### src/rtl/ssd1306_stream_sequencer_if.sv
// Byte path between the SSD1306 stream sequencer, its synchronous byte ROM and the SPI master.
// The master modport is the sequencer side; the slave modport is the ROM/SPI side.
interface ssd1306_stream_sequencer_if #(
  parameter int ROM_AW = 11
);
  logic [ROM_AW-1:0] rom_addr;
  logic [7:0]        rom_data;
  logic [7:0]        tx_byte;
  logic              tx_dv;
  logic              tx_ready;
  logic              dc;

  modport master (
    output rom_addr, tx_byte, tx_dv, dc,
    input  rom_data, tx_ready
  );

  modport slave (
    input  rom_addr, tx_byte, tx_dv, dc,
    output rom_data, tx_ready
  );
endinterface

### src/rtl/ssd1306_stream_sequencer.sv
// SSD1306 stream sequencer: pulses panel reset, then streams init commands and frame pixels from a
// synchronous ROM to the SPI master. Define SEQ_CONTINUOUS_EN to stream frames endlessly.
module ssd1306_stream_sequencer #(
  parameter int INIT_LEN        = 26,
  parameter int FRAME_BYTES     = 1024,
  parameter int ROM_AW          = 11,
  parameter int RES_LOW_CYCLES  = 16,
  parameter int RES_WAIT_CYCLES = 16
) (
  input  logic i_Clk,
  input  logic i_Rst_L,
  input  logic i_Start,
  ssd1306_stream_sequencer_if.master bus,
  output logic o_CS_L,
  output logic o_RES_L,
  output logic o_Busy,
  output logic o_Done
`ifdef SEQ_CONTINUOUS_EN
  ,
  output logic [15:0] o_Frame_Cnt
`endif
);

  localparam logic [ROM_AW-1:0] LAST_ADDR     = ROM_AW'(INIT_LEN + FRAME_BYTES - 1);
  localparam logic [ROM_AW-1:0] FIRST_DATA    = ROM_AW'(INIT_LEN);
  localparam logic [15:0]       RES_LOW_LAST  = 16'(RES_LOW_CYCLES - 1);
  localparam logic [15:0]       RES_WAIT_LAST = 16'(RES_WAIT_CYCLES - 1);

  typedef enum logic [2:0] {
    ST_IDLE     = 3'd0,
    ST_RES_LOW  = 3'd1,
    ST_RES_WAIT = 3'd2,
    ST_FETCH    = 3'd3,
    ST_WAIT_ROM = 3'd4,
    ST_SEND     = 3'd5,
    ST_WAIT_ACK = 3'd6,
    ST_DONE     = 3'd7
  } state_e;

  state_e            state_q, state_d;
  logic [15:0]       cnt_q, cnt_d;
  logic [ROM_AW-1:0] addr_q, addr_d;
  logic [7:0]        tx_byte_q, tx_byte_d;
  logic              tx_dv_q, tx_dv_d;
  logic              dc_q, dc_d;
  logic              cs_l_q, cs_l_d;
  logic              res_l_q, res_l_d;
  logic              busy_q;
  logic              done_q, done_d;
  logic              ack_skip_q, ack_skip_d;
`ifdef SEQ_CONTINUOUS_EN
  logic [15:0]       frame_cnt_q, frame_cnt_d;
`endif

  // Next-state and registered-output logic; every output is a flop, so values are set on entry.
  always_comb begin
    state_d    = state_q;
    cnt_d      = cnt_q;
    addr_d     = addr_q;
    tx_byte_d  = tx_byte_q;
    tx_dv_d    = 1'b0;
    dc_d       = dc_q;
    cs_l_d     = cs_l_q;
    res_l_d    = res_l_q;
    done_d     = 1'b0;
    ack_skip_d = ack_skip_q;
`ifdef SEQ_CONTINUOUS_EN
    frame_cnt_d = frame_cnt_q;
`endif
    case (state_q)
      ST_IDLE: begin
        if (i_Start) begin
          state_d = ST_RES_LOW;
          res_l_d = 1'b0;
          cnt_d   = 16'd0;
        end else begin
          state_d = ST_IDLE;
        end
      end
      ST_RES_LOW: begin
        if (cnt_q >= RES_LOW_LAST) begin
          state_d = ST_RES_WAIT;
          res_l_d = 1'b1;
          cnt_d   = 16'd0;
        end else begin
          cnt_d = cnt_q + 16'd1;
        end
      end
      ST_RES_WAIT: begin
        if (cnt_q >= RES_WAIT_LAST) begin
          state_d = ST_FETCH;
          cs_l_d  = 1'b0;
          addr_d  = '0;
          cnt_d   = 16'd0;
        end else begin
          cnt_d = cnt_q + 16'd1;
        end
      end
      ST_FETCH: begin
        dc_d    = (addr_q >= FIRST_DATA);
        state_d = ST_WAIT_ROM;
      end
      ST_WAIT_ROM: begin
        tx_byte_d = bus.rom_data;
        state_d   = ST_SEND;
      end
      ST_SEND: begin
        if (bus.tx_ready) begin
          tx_dv_d    = 1'b1;
          ack_skip_d = 1'b1;
          state_d    = ST_WAIT_ACK;
        end else begin
          state_d = ST_SEND;
        end
      end
      ST_WAIT_ACK: begin
        // The master still shows ready on the clock right after DV, so that clock is skipped.
        if (ack_skip_q) begin
          ack_skip_d = 1'b0;
        end else if (bus.tx_ready) begin
          if (addr_q == LAST_ADDR) begin
`ifdef SEQ_CONTINUOUS_EN
            addr_d      = FIRST_DATA;
            frame_cnt_d = frame_cnt_q + 16'd1;
            state_d     = ST_FETCH;
`else
            cs_l_d  = 1'b1;
            done_d  = 1'b1;
            state_d = ST_DONE;
`endif
          end else begin
            addr_d  = addr_q + ROM_AW'(1);
            state_d = ST_FETCH;
          end
        end else begin
          state_d = ST_WAIT_ACK;
        end
      end
      ST_DONE: begin
        state_d = ST_IDLE;
      end
      default: begin
        state_d = ST_IDLE;
      end
    endcase
  end

  // State and output registers with synchronous active-low reset.
  always_ff @(posedge i_Clk) begin
    if (!i_Rst_L) begin
      state_q    <= ST_IDLE;
      cnt_q      <= 16'd0;
      addr_q     <= '0;
      tx_byte_q  <= 8'd0;
      tx_dv_q    <= 1'b0;
      dc_q       <= 1'b0;
      cs_l_q     <= 1'b1;
      res_l_q    <= 1'b1;
      busy_q     <= 1'b0;
      done_q     <= 1'b0;
      ack_skip_q <= 1'b0;
`ifdef SEQ_CONTINUOUS_EN
      frame_cnt_q <= 16'd0;
`endif
    end else begin
      state_q    <= state_d;
      cnt_q      <= cnt_d;
      addr_q     <= addr_d;
      tx_byte_q  <= tx_byte_d;
      tx_dv_q    <= tx_dv_d;
      dc_q       <= dc_d;
      cs_l_q     <= cs_l_d;
      res_l_q    <= res_l_d;
      busy_q     <= (state_d != ST_IDLE);
      done_q     <= done_d;
      ack_skip_q <= ack_skip_d;
`ifdef SEQ_CONTINUOUS_EN
      frame_cnt_q <= frame_cnt_d;
`endif
    end
  end

  assign bus.rom_addr = addr_q;
  assign bus.tx_byte  = tx_byte_q;
  assign bus.tx_dv    = tx_dv_q;
  assign bus.dc       = dc_q;
  assign o_CS_L       = cs_l_q;
  assign o_RES_L      = res_l_q;
  assign o_Busy       = busy_q;
  assign o_Done       = done_q;
`ifdef SEQ_CONTINUOUS_EN
  assign o_Frame_Cnt  = frame_cnt_q;
`endif

endmodule

### src/flat_wrapper.sv
// flat-port wrapper written by rule: the top's interface ports become plain ports
module ssd1306_stream_sequencer_flat 
#(
  parameter int INIT_LEN        = 26,
  parameter int FRAME_BYTES     = 1024,
  parameter int ROM_AW          = 11,
  parameter int RES_LOW_CYCLES  = 16,
  parameter int RES_WAIT_CYCLES = 16
)
  (i_Clk, i_Rst_L, i_Start, o_CS_L, o_RES_L, o_Busy, o_Done, bus_rom_addr, bus_tx_byte, bus_tx_dv, bus_dc, bus_rom_data, bus_tx_ready);
  ssd1306_stream_sequencer_if #(.ROM_AW(ROM_AW)) bus_i ();
  input  logic i_Clk;
  input  logic i_Rst_L;
  input  logic i_Start;
  output logic o_CS_L;
  output logic o_RES_L;
  output logic o_Busy;
  output logic o_Done;
  output wire logic [$bits(bus_i.rom_addr)-1:0] bus_rom_addr;
  output wire logic [$bits(bus_i.tx_byte)-1:0] bus_tx_byte;
  output wire logic [$bits(bus_i.tx_dv)-1:0] bus_tx_dv;
  output wire logic [$bits(bus_i.dc)-1:0] bus_dc;
  input wire logic [$bits(bus_i.rom_data)-1:0] bus_rom_data;
  input wire logic [$bits(bus_i.tx_ready)-1:0] bus_tx_ready;
  assign bus_rom_addr = bus_i.rom_addr;
  assign bus_tx_byte = bus_i.tx_byte;
  assign bus_tx_dv = bus_i.tx_dv;
  assign bus_dc = bus_i.dc;
  assign bus_i.rom_data = bus_rom_data;
  assign bus_i.tx_ready = bus_tx_ready;
  ssd1306_stream_sequencer #(.INIT_LEN(INIT_LEN), .FRAME_BYTES(FRAME_BYTES), .ROM_AW(ROM_AW), .RES_LOW_CYCLES(RES_LOW_CYCLES), .RES_WAIT_CYCLES(RES_WAIT_CYCLES)) u_core (.i_Clk(i_Clk), .i_Rst_L(i_Rst_L), .i_Start(i_Start), .bus(bus_i), .o_CS_L(o_CS_L), .o_RES_L(o_RES_L), .o_Busy(o_Busy), .o_Done(o_Done));
endmodule
### config.mk
export PLATFORM = sky130hd
export DESIGN_NAME = ssd1306_stream_sequencer_flat
export DESIGN_NICKNAME = d
export VERILOG_FILES = /design/src/rtl/ssd1306_stream_sequencer_if.sv /design/src/rtl/ssd1306_stream_sequencer.sv /design/src/flat_wrapper.sv
export SDC_FILE = /design/constraint.sdc
export NUM_CORES = 1
export LEC_CHECK = 0
export ABC_CLOCK_PERIOD_IN_PS = 2100
export CAP_MARGIN = 5
export CORE_MARGIN = 2
export CORE_UTILIZATION = 40
export CTS_CLUSTER_DIAMETER = 40
export DETAILED_ROUTE_END_ITERATION = 8
export GPL_TIMING_DRIVEN = 1
export PLACE_DENSITY = 0.68
export SLEW_MARGIN = 20
export SYNTH_ARGS = -nofsm -noshare
export SYNTH_HDL_FRONTEND = slang
export SYNTH_SLANG_ARGS = --single-unit
export TNS_END_PERCENT = 10
### constraint.sdc
create_clock -name i_Clk -period 2.1 [get_ports i_Clk]
set_input_delay 0.525 -clock i_Clk [delete_from_list [all_inputs] [get_ports i_Clk]]
set_output_delay 0.525 -clock i_Clk [all_outputs]
set_load 0.05 [all_outputs]
Word-level counts from Yosys, hierarchy flattened:

Cells that the tools add are included.

* bitwise gates (word level): 3
* equality and inequality tests: 16
* muxes and demuxes: 28
* $add $sub $neg: 2
* reductions and logical operators: 14
* order comparisons: 2

Operator list (number)
* $mux W11: 4
* $mux W16: 2
* $pmux W16 S2: 1
* $pmux W3 S8: 1
* $pmux W11 S2: 1
* $add A16 B1 Y16 const B: 1
* $ge A16 B4 Y1 const B: 1
* $mux W3: 5
* $eq A3 B3 Y1 const B: 4
* $add A11 B1 Y11 const B: 1
* $eq A11 B11 Y1 const B: 1
* $ge A11 B5 Y1 const B: 1
* $mux W1: 10
* $ne A2 B2 Y1 const B: 5
* $reduce_and A5 Y1: 2
* $reduce_bool A2 Y1: 4
* $eq A3 B2 Y1 const B: 2
* $ne A2 B1 Y1 const B: 3
* $pmux W1 S2: 3
* $reduce_and A2 Y1: 3
* $reduce_or A4 Y1: 1
* $eq A3 B1 Y1 const B: 1
* $logic_not A3 Y1: 1
* $not A1 Y1: 3
* 4 further kinds: 4

* output and inout port bits: 25
* bits of input ports: 12
* bits in registers: 45

Longest topological paths before layout:

Gate-level depths: netlist (run 1).

* depth in word-level cells: 6
* mapped depth: 7
* mapped depth without buffers: 7

Least setup slack after synthesis (run 1):

Ideal clock, no wire load.

* path type: register to register
* start: reg u_core.addr_q[6] (netlist: u_core.bus.rom_addr[6])
* end: reg u_core.addr_q[1] (netlist: u_core.bus.rom_addr[1])
* required time: 2.028 ns
* clock period less this slack: 1.878 ns
* cell stages (with the launch flop): 5
* path buffers: 0
* slack: 0.222 ns
* arrival: 1.806 ns
* cell sequence: dfxtp_1 -> or4_4 -> nor4b_4 -> o21a_1 -> mux2i_1

* longest elaborated chain between the ends: 3

RTL lines
* start, declared: RTL line ssd1306_stream_sequencer.sv:42 `logic [ROM_AW-1:0] addr_q, addr_d;`
* start signal, assigned: RTL line ssd1306_stream_sequencer.sv:168 `addr_q <= addr_d;`
* $eq A11 B11 Y1: RTL line ssd1306_stream_sequencer.sv:121 `if (addr_q == LAST_ADDR) begin`
* $ne A2 B2 Y1 (no line)
* $reduce_and A5 Y1 (no line)

Every way passes these cells.
A chain may end at the register's enable or synchronous reset.

Final worst setup path (run 1):

* start: reg u_core.addr_q[9] (netlist: u_core.bus.rom_addr[9])
* end: out bus_rom_addr[9]

RTL lines
* end, declared: RTL line flat_wrapper.sv:19 `output wire logic [$bits(bus_i.rom_addr)-1:0] bus_rom_addr;`

No word-level cell between the ends.

==> flow_metrics.tcl, run 1 <==
set metrics [dict create \
    crit_required_ns 1.57 \
    synth_top_area_share_pct 45.6 \
    powerDensity_nw_per_um2 619 \
    r2r_cells 4 \
    p_comb_share_pct 6.5 \
    synth.largest_area_cell "dfxtp_1" \
    die_y_um 74.3 \
    die_x_um 74.3 \
    synth_edf_count 0 \
    cp_slowest_stage_delay_ns 0.83 \
    swShare_pct 21.3 \
    path_delay_family "buffers and inverters" \
    vias 1740 \
    min_period_ns 2.05 \
    hold_slack_ns 0.467 \
    ir_drop_v 0.000292 \
    yosysSeqAreaShare_pct 45.6 \
    critPathBufInv 1 \
    final_util_pct 54.8 \
    ys.warnings.count 0 \
    cts.reportedPaths.clkPinSlew_ns 0.08 \
    drive_gt1_share_pct 11.8 \
    crit_arrival_ns 1.53 \
    grt_usage_pct 16.3 \
    synthCells 229 \
    antenna_found_initial 0 \
    netlist_area_um2 1980 \
    skew_ns 0.00792 \
    tritoncts "yes" \
    dieArea_um2 5520 \
    cts_inserted_buffers 5 \
    cts-hold-fix-buffers 0 \
    syn2layout_area_growth_pct 31.9 \
    r2r_slack_ns 0.29 \
    insertion_delay_ns 0.30 \
    min-delay-start "u_core.bus.tx_byte[3]" \
    via_per_inst 5.01 \
    first_pass_iters 4 \
    pwr-share-clk_pct 39.7 \
    seqPwrFrac_pct 53.8 \
    wire_per_inst_um 11.9 \
    tightest_slew_ns 0.545 \
    totalWireLength_um 4140 \
    synth-async-reset-ratio_pct 0 \
    path_cells "clkdlybuf4s50_1" \
    rsz0062_at_grt "false" \
    slew_headroom_pct 63.1 \
    place_area_um2 2480 \
    yosys.cell_types.count 41 \
    clockBufferDepth 2 \
    final-setup-viol-count 0 \
    synth_seq_cells 45 \
    dpl.hpwl_um 3090 \
    min_to "u_core.bus.tx_byte[3]" \
    ys_top_cells_by_area "dfxtp_1, nand2_1, nor2_1, nand3_1, a21boi_0" \
    slew_violations 0 \
    diodes 0 \
    overflow 0 \
    worst_setup_path_end_kind "output pin" \
    min_path_cells 2 \
    synth_most_common_cell "dfxtp_1" \
    status "complete, no violations" \
    num_rows 25 \
    path_depth 1 \
    cts.sinks 45 \
    maxCapViolCount 0 \
    max_freq_ghz 0.488 \
    fin_nets 295 \
    leakage_nw 1.05 \
    grt_pass1_vias 1534 \
    io_buffers 36 \
    gp_congestion 0.792 \
    synth_ff_type "dfxtp_1" \
    finalNonFillerCells 347 \
    drtAntennaViolNets 0 \
    dpl.cell_count 339 \
    coreArea_um2 4750 \
    ctsRootBufferMaster "clkbuf_8" \
    cp-start-kind "flip-flop" \
    period_share_pct 97.7 \
    internal-power_mw 1.27 \
    initialDrtViolationCount 55 \
    hold_violations 0 \
    remaining_drc_errors 0 \
    worstPathMaxFanout 4 \
    num_io_pins 37 \
    r2r-start "u_core.bus.rom_addr[6]" \
    syn_avg_cell_area_um2 8.63 \
    grt_pass1_wl_um 6810 \
    final_cell_area_um2 2610 \
    switchingPower_uw 344 \
    critPathKind "reg2out" \
    syn-num-nets 245 \
    grt_max_degree 16 \
    start_util_pct 41.6 \
    hp-class "reg2reg" \
    h-tree-depth 2 \
    cpMaxStageDelayCell "clkdlybuf4s50_1" \
    crit_path_start "u_core.bus.rom_addr[9]" \
    r2r-end "u_core.bus.rom_addr[0]" \
    synth_common_cells "dfxtp_1, nand2_1, nor2_1" \
]
-- worst max path at each step --
stage	slack, ns	end
after floorplan	0.22	u_core.bus.rom_addr[1]
after global placement	-0.26	u_core.cnt_q[5]
after detailed placement	-0.26	u_core.cnt_q[5]
after CTS	0.03	bus_rom_addr[7]
after global routing	0.005	bus_rom_addr[8]
final	0.05	bus_rom_addr[9]
-- state kept, by name (all words and copies together) (netlist names) --
register	flops
u_core.o_Done	1
u_core.bus.rom_addr	11
u_core.bus.dc	1
u_core.bus.tx_dv	1
u_core.o_Busy	1
u_core.o_RES_L	1
u_core.bus.tx_byte	8
u_core.cnt_q	16
u_core.o_CS_L	1
u_core.ack_skip_q	1
u_core.state_q	3
-- power groups by stage --
| stage | Clock, mW | Combinational, mW | Sequential [mW] |
|---|---|---|---|
| 5_1_grt | 0.700 | 0.116 | 0.870 |
| 3_5_place_dp | 0 | 0.106 | 0.889 |
| 4_1_cts | 0.665 | 0.106 | 0.869 |
| 2_1_floorplan | 0 | 0.0461 | 0.899 |
| 6_report | 0.641 | 0.106 | 0.869 |
| 3_3_place_gp | 0 | 0.105 | 0.888 |
-- through the flow --
stage | setup slack [ns] | setup TNS [ns] | power, mW
6_report | 0.0490 | 0 | 1.61
3_5_place_dp | -0.260 | -1.20 | 0.995
2_1_floorplan | 0.222 | 0 | 0.945
3_3_place_gp | -0.255 | -1.19 | 0.993
5_1_grt | 0.00465 | 0 | 1.69
4_1_cts | 0.0291 | 0 | 1.64
-- cells by family after synthesis --
| kind of cell | after synthesis | synth area share [%] |
|---|---|---|
| adder cells (fa/ha/maj) | 4 | 2.53 |
| multiplexers | 3 | 1.52 |
| XOR/XNOR | 13 | 5.76 |
| flip-flops | 45 | 45.6 |
| AO/OA/AOI/OAI | 36 | 11.8 |
| AND/OR/NAND/NOR | 116 | 30.4 |
| buffers and inverters | 12 | 2.40 |
-- metal layers --
layer  wire length (um)  track usage (%)  vias up
li1                   -                -      899
met1               1950             20.6      807
met2               1970             25.6       27
met3                160             5.42        7
met4                 67             6.55        0
met5                  0                0        -
-- area by class of cell --
class | instances | area, um^2
Inverter | 5 | 18.8
Multi-Input combinational cell | 172 | 1030
Timing Repair Buffer | 50 | 458
Sequential cell | 45 | 901
Clock buffer | 6 | 72.6
Tap cell | 67 | 83.8
Fill cell | 474 | 2150
Clock inverter | 2 | 38.8
-- tightest hold or removal path, stage by stage (launching register included) --
cell,delay (ns)
dfxtp_1,0.32
nand2_1,0.05
a21boi_0,0.06
-- cell usage in the layout, fill, tap and decap left out, types with 4 or more instances in the layout --
cell type        instances
buf_4                   20
xnor2_1                  7
nor3_1                   4
nand4_1                  5
inv_1                    5
a21oi_1                  8
a31oi_1                  6
nor4_1                   4
clkdlybuf4s50_1         27
clkbuf_8                 5
dfxtp_1                 45
nor2_1                  28
nand2_1                 32
xor2_1                   6
o21ai_0                  7
a21boi_0                 9
and3_1                   7
ha_1                     4
nand3_1                 14
-- timing repair --
action,CTS,global route
endpoints found under the setup margin,0,6
setup buffers,0,0
gates resized for setup,0,4
Power figures use the tool's default switching activity.
==> run 2, diff against run 1 <==
PLACE_DENSITY = default   (was 0.68)
==> run 2 against run 1 <==
Clock-buffer cell count shrank 1. Worst hold slack lost 0.0035 ns. First-iteration DRC count grew 55%. Combinational power shrank 5%. Power shrank 7.8%. Global-route usage grew 0.59 points. Critical path depth is the same. Largest power group unchanged.
==> flow_metrics.tcl, run 2 (same netlist as run 1, synthesis figures left out) <==
set metrics [dict create \
    crit_path_start "u_core.bus.rom_addr[9]" \
    syn2layout_area_growth_pct 29.8 \
    largest_reg_flops 16 \
    worst_setup_path_end_kind "output pin" \
    r2r_slack_ns 0.29 \
    endpoint "bus_rom_addr[9]" \
    first_pass_iters 4 \
    max_freq_ghz 0.491 \
    final-setup-viol-count 0 \
    path_delay_family "buffers and inverters" \
    period_share_pct 96.9 \
    ctsRootBufferMaster "clkbuf_8" \
    dieArea_um2 5520 \
    worstPathMaxFanout 4 \
    cts_inserted_buffers 5 \
    r2r-start "u_core.bus.rom_addr[6]" \
    path_depth 1 \
    cp_slowest_stage_delay_ns 0.82 \
    leakage_nw 1.02 \
    coreArea_um2 4750 \
    totalWireLength_um 4200 \
    diodes 0 \
    powerDensity_nw_per_um2 580 \
    h-tree-depth 2 \
    hp-class "reg2reg" \
    ir_drop_v 0.000342 \
    via_per_inst 4.94 \
    io_buffers 36 \
    crit_arrival_ns 1.51 \
    die_x_um 74.3 \
    antenna_found_initial 0 \
    die_y_um 74.3 \
    nFillCells 481 \
    overflow 0 \
    post-place-ws_ns -0.00211 \
    path_cells "clkdlybuf4s50_1" \
    dpl.cell_count 338 \
    grt_usage_pct 16.8 \
    num_rows 25 \
    tritoncts "yes" \
    final_util_pct 54.0 \
    setup_slack_ns 0.0641 \
    insertion_delay_ns 0.29 \
    crit_required_ns 1.57 \
    slew_headroom_pct 66.0 \
    status "complete, no violations" \
    cts.sinks 45 \
    fin_nets 294 \
    remaining_drc_errors 0 \
    initialDrtViolationCount 85 \
    vias 1709 \
    tightest_slew_ns 0.509 \
    min_period_ns 2.04 \
    maxCapViolCount 0 \
    grt_max_degree 17 \
    power_mw 1.49 \
    critPathBufInv 1 \
    rsz0062_at_grt "false" \
    dpl.hpwl_um 3140 \
    r2r_cells 4 \
    finalNonFillerCells 346 \
    grt_pass1_vias 1603 \
    grt_pass1_wl_um 7180 \
    gp_congestion 0.783 \
    wire_per_inst_um 12.1 \
    num_io_pins 37 \
    setup-tns-final_ns 0 \
    mostFrequentLayoutCell "dfxtp_1" \
    hold_violations 0 \
    cpMaxStageDelayCell "clkdlybuf4s50_1" \
    critPathKind "reg2out" \
    start_util_pct 41.6 \
    drtAntennaViolNets 0 \
    r2r-end "u_core.bus.rom_addr[0]" \
    clockBufferDepth 2 \
    cp-start-kind "flip-flop" \
    drive_gt1_share_pct 11.5 \
    final_cell_mix "dfxtp_1, nand2_1, nor2_1, clkdlybuf4s50_1, buf_4" \
    cts.reportedPaths.clkPinSlew_ns 0.08 \
    skew_ns 0.00524 \
    regMostFlops "u_core.cnt_q" \
    slew_violations 0 \
]
## run 2: final cells by class
| type | instances | area, um^2 | share of cell area (%) |
|---|---|---|---|
| clock buffer | 5 | 68.8 | 2.68 |
| timing repair buffer | 49 | 448 | 17.5 |
| clock inverter | 3 | 17.5 | 0.683 |
| sequential | 45 | 901 | 35.1 |
| tap | 67 | 83.8 | 3.27 |
| multi-input combinational | 172 | 1030 | 40.1 |
| inverter | 5 | 18.8 | 0.731 |
## run 2: per-stage QoR
| step | hold WS (ns) | area, um^2 |
|---|---|---|
| 6_report | 0.464 | 2570 |
| 3_5_place_dp | 0.459 | 2470 |
| 3_3_place_gp | 0.451 | 2470 |
| 2_1_floorplan | 0.437 | 1980 |
| 5_1_grt | 0.485 | 2570 |
| 4_1_cts | 0.469 | 2560 |
## run 2: worst min path at each step
stage	from	end	slack [ns]	cells after the start
final	u_core.bus.tx_byte[0]	u_core.bus.tx_byte[0]	0.46	2
after global routing	u_core.bus.tx_byte[0]	u_core.bus.tx_byte[0]	0.49	2
after CTS	u_core.bus.tx_byte[0]	u_core.bus.tx_byte[0]	0.47	2
after detailed placement	u_core.bus.tx_byte[6]	u_core.bus.tx_byte[6]	0.46	2
after global placement	u_core.bus.tx_byte[2]	u_core.bus.tx_byte[2]	0.45	2
after floorplan	u_core.cnt_q[15]	u_core.cnt_q[15]	0.44	2
## run 2: what timing repair did
action | 4_1_cts | 5_1_grt
hold buffers | 0 | 0
buffers inserted | 0 | 0
endpoints found under the setup margin | 0 | 2
resized for setup | 0 | 2
endpoints found under the hold margin | 0 | 0
## run 2: routing by layer
metal / GRT usage [%] / up-vias / share of wire, %
li1: - / 900 / -
met1: 23.1 / 772 / 50
met2: 25.3 / 33 / 43
met3: 5.56 / 4 / 5.3
met4: 5.36 / 0 / 0.86
met5: 0 / - / 0
## run 2: report_power, final
group | total (mW) | internal, mW | switching, mW
Sequential | 0.873 | 0.862 | 0.0112
Clock | 0.515 | 0.230 | 0.286
Combinational | 0.101 | 0.0511 | 0.0497
Total | 1.49 | 1.14 | 0.346
==> run 3, diff against run 2 <==
CAP_MARGIN = default   (was 5)
==> results of run 3 <==
The final DEF is identical to that of run 2; final timing and power are the same.
